<file path="config.mk">
export PLATFORM = sky130hd
export DESIGN_NAME = alu_serial
export DESIGN_NICKNAME = d
export VERILOG_FILES = /design/src/rtl/alu_serial_pkg.sv /design/src/rtl/alu_serial_full_adder_bit.sv /design/src/rtl/alu_serial.sv
export SDC_FILE = /design/constraint.sdc
export NUM_CORES = 1
export LEC_CHECK = 0
export CAP_MARGIN = 20
export CORE_ASPECT_RATIO = 1.1
export CORE_MARGIN = 2
export CORE_UTILIZATION = 47
export DETAILED_ROUTE_END_ITERATION = 10
export PLACE_DENSITY = 0.78
export REMOVE_ABC_BUFFERS = 1
export SLEW_MARGIN = 30
export SYNTH_ARGS = -nofsm -noshare
export SYNTH_HDL_FRONTEND = slang
export SYNTH_SLANG_ARGS = --single-unit
</file>
<file path="constraint.sdc">
create_clock -name clk -period 1.2 [get_ports clk]
set_input_delay 0.12 -clock clk [delete_from_list [all_inputs] [get_ports clk]]
set_output_delay 0.12 -clock clk [all_outputs]
set_load 0.01 [all_outputs]
</file>
<file path="src/rtl/alu_serial_pkg.sv">
// alu_serial_pkg: shared state and operand-select encodings for the serial adder ALU
package alu_serial_pkg;
  typedef enum logic [1:0] {
    ST_IDLE  = 2'd0,
    ST_SHIFT = 2'd1,
    ST_DONE  = 2'd2
  } state_t;
  localparam logic SEL_CD = 1'b0;
  localparam logic SEL_AB = 1'b1;
endpackage

</file>
<file path="src/rtl/alu_serial_full_adder_bit.sv">
// full_adder_bit: the single 1-bit full adder shared across all bit positions
module full_adder_bit (
  input  logic x,
  input  logic y,
  input  logic cin,
  output logic sum,
  output logic cout
);
  assign sum  = x ^ y ^ cin;
  assign cout = (x & y) | (cin & (x ^ y));
endmodule

</file>
<file path="src/rtl/alu_serial.sv">
// alu_serial: bit-serial y = s ? a+b : c+d using one operand mux and one full adder
module alu_serial
  import alu_serial_pkg::*;
#(
  parameter int WIDTH = 4
) (
  input  logic             clk,
  input  logic             reset,
  input  logic [WIDTH-1:0] a,
  input  logic [WIDTH-1:0] b,
  input  logic [WIDTH-1:0] c,
  input  logic [WIDTH-1:0] d,
  input  logic             s,
  input  logic             start,
  output logic [WIDTH-1:0] y,
  output logic             cout,
  output logic             busy,
  output logic             done
);
  localparam int CW = $clog2(WIDTH);
  localparam logic [CW-1:0] LAST = CW'(WIDTH - 1);
  state_t state, state_nx;
  logic [WIDTH-1:0] opx, opy, res;
  logic [WIDTH-2:0] acc;
  logic [CW-1:0] cnt;
  logic carry, fa_sum, fa_cout, accept, last;
  full_adder_bit u_fa (
    .x   (opx[0]),
    .y   (opy[0]),
    .cin (carry),
    .sum (fa_sum),
    .cout(fa_cout)
  );
  assign accept = start && state != ST_SHIFT;
  assign last   = state == ST_SHIFT && cnt == LAST;
  assign res    = {fa_sum, acc};
  assign busy   = state == ST_SHIFT;
  assign done   = state == ST_DONE;
  always_comb begin
    state_nx = accept ? ST_SHIFT : (state == ST_SHIFT && !last) ? ST_SHIFT : last ? ST_DONE : ST_IDLE;
  end
  // acc keeps the WIDTH-1 sums produced so far; the final sum completes y directly
  always_ff @(posedge clk) begin
    if (reset) begin
      state <= ST_IDLE;
      opx   <= '0;
      opy   <= '0;
      acc   <= '0;
      cnt   <= '0;
      carry <= 1'b0;
      y     <= '0;
      cout  <= 1'b0;
    end else begin
      state <= state_nx;
      if (accept) begin
        opx   <= s == SEL_AB ? a : c;
        opy   <= s == SEL_AB ? b : d;
        carry <= 1'b0;
        cnt   <= '0;
      end else if (state == ST_SHIFT) begin
        opx   <= opx >> 1;
        opy   <= opy >> 1;
        acc   <= res[WIDTH-1:1];
        carry <= fa_cout;
        cnt   <= cnt + CW'(1);
        if (last) begin
          y    <= res;
          cout <= fa_cout;
        end
      end
    end
  end
endmodule

</file>
==> flow_metrics.py <==
metrics = {
    "run_status": {
        "outcome": "completed",
    },
    "sta": {
        "grt_setup_unrepaired": "yes",
        "relSlewSlack": 0.815,
        "clock.fmax_ghz": 0.852,
        "worstMarginPinSlew_ns": 0.270,
        "setup_violations": 0,
        "fin_ws_ns": 0.0257,
        "period_needed_ns": 1.17,
        "slew_viol_final": 0,
        "holdWs_ns": 0.460,
        "setup-tns-final_ns": 0,
        "hold_violations": 0,
        "skew_ns": 0.00512,
        "period_share": 0.979,
    },
    "die": {
        "die_y_um": 52.8,
        "dieArea_um2": 2560,
        "fp-row-count": 17,
        "io_pins": 27,
        "core_um2": 2020,
        "fp.dieW_um": 48.4,
        "initial_core_util": 0.504,
    },
    "detailed_routing": {
        "routedWlPerCell_um": 12.1,
        "wl_um": 2030,
        "dr.pass1.iters": 4,
        "remaining_drc_errors": 0,
        "drtAntennaViolNets": 0,
        "drt_iter0_markers": 18,
        "vias": 859,
        "route.met3.wl_um": 94,
        "topRoutingLayerUsed": "met4",
        "via_per_inst": 5.14,
        "wl_met1_um": 804,
        "wl_met2_um": 1100,
    },
    "hold_path": {
        "min_path_type": "register to register",
        "holdPathStages": 2,
        "min_from": "y[2]",
        "worstHoldEndpoint": "y[2]",
    },
    "clock_network": {
        "cts-root-buf": "clkbuf_4",
        "cts_tree": "yes",
        "clk_latency_ns": 0.30,
        "cts_setup_buffers": 0,
        "cts.path.max_buffers": 2,
        "clock-sinks": 21,
        "htree_levels": 1,
        "numCtsBuffers": 3,
        "cts_hold_buf": 0,
        "clk_pin_slew_ns": 0.10,
    },
    "power": {
        "p_leak_nw": 0.545,
        "fin_total_pwr_mw": 1.35,
        "peakVddDrop_v": 0.000569,
        "power.density_nw_per_um2": 978,
    },
    "placed_design": {
        "postPlaceCellArea_um2": 1340,
        "dp_cells": 163,
        "dp_hpwl_um": 1570,
        "place_ws_ns": -0.147,
        "place.gp.congestion": 0.738,
        "port_buffers": 26,
    },
    "critical_path": {
        "crit_type": "register to register",
        "path_max_fanout": 2,
        "startpoint": "carry",
        "reg2reg_setup_slack_ns": 0.03,
        "reg2reg_depth": 3,
        "r2r_end": "y[3]",
        "cp-end-kind": "register",
        "crit_path_start_kind": "register",
        "cp.arrival_ns": 1.42,
        "r2r_start": "carry",
        "crit_required_ns": 1.44,
    },
    "layout": {
        "nNetsFinal": 162,
        "area_growth_pct": 35.5,
        "final_util": 0.683,
        "fin_area_um2": 1380,
        "final_cells": 167,
        "final_cell_mix": "19 x nand2_1, 19 x clkdlybuf4s50_1, 17 x dfxtp_1",
        "diodes": 0,
        "drive_gt1_frac": 0.237,
    },
    "job": {
        "drv_cap": 0,
    },
    "yosys": {
        "syn-cell-area_um2": 1020,
        "netlist_instances": 107,
        "synth_seq_cells": 21,
        "yosysWarnings": 0,
        "ys_types": 21,
        "syn-mean-instance-area_um2": 9.52,
        "seq_area_frac_synth": 0.413,
    },
    "grt": {
        "grt_pass1_vias": 836,
        "track_usage": 0.178,
        "overflow": 0,
        "grt_pass1_wl_um": 3510,
        "grt_max_degree": 21,
        "antenna_found_initial": 0,
    },
}
## how the worst max path moves through the flow
stage,cells after the start,end,slack (ns)
5_1_grt,3,y[3],-0.02
3_3_place_gp,5,opx[0],-0.11
4_1_cts,3,busy,0.009
3_5_place_dp,4,opy[3],-0.15
2_1_floorplan,4,opx[1],0.05
6_report,3,y[3],0.03
## power breakdown
group	internal, mW	switching [mW]
registers	0.728	0.0190
clock network	0.130	0.203
logic	0.152	0.119
## area by class of cell
type | count | area, um2
inverters | 1 | 11.3
well taps | 28 | 35.0
flip-flops and latches | 21 | 425
clock buffers | 4 | 26.3
multi-input cells | 77 | 538
fillers | 183 | 641
repair buffers | 36 | 344
## cell families (layout without fill, tap and decap cells)
logic type      count (synthesis)  in the layout  synth area share
compound gates                 26             26             0.216
fa+ha+maj                       2              2            0.0319
buf+inv                         9             41            0.0811
flops                          21             21             0.413
mux                             8              8            0.0786
simple gates                   41             41             0.179
## synthesized netlist by cell type, drive strengths merged
cell type / instances / share of area
nand2: 19 / 0.070
clkbuf: 1 / 0.0037
a2111oi: 2 / 0.054
nand3: 5 / 0.025
fa: 1 / 0.020
buf: 7 / 0.066
a211o: 6 / 0.052
nand3b: 4 / 0.029
dfxtp: 21 / 0.41
mux2i: 8 / 0.079
a21oi: 17 / 0.11
nand2b: 2 / 0.012
ha: 1 / 0.012
nor2b: 1 / 0.0061
o21ai: 1 / 0.0049
inv: 1 / 0.011
nor2: 10 / 0.037
## timing repair
item,4_1_cts,5_1_grt
pin swaps,0,4
endpoints found under the setup margin,11,5
resized for setup,16,7
## sequential cells by signal, indices dropped and copies added, names as in the netlist
register and flops:
carry 1, opx 4, cout 1, acc 3, state 2, cnt 2, opy 4, y 4
## layer usage
metal / vias to the layer above / track usage
met4: 0 / 0.0714
li1: 434 / -
met1: 395 / 0.192
met5: - / 0
met3: 3 / 0.0200
met2: 27 / 0.356
## worst max-delay path: stages (launching register included)
cell and delay (ns):
dfxtp_2 0.34, fa_1 0.56, nand3_2 0.08, a21oi_2 0.13
(Power assumes the default switching activity.)
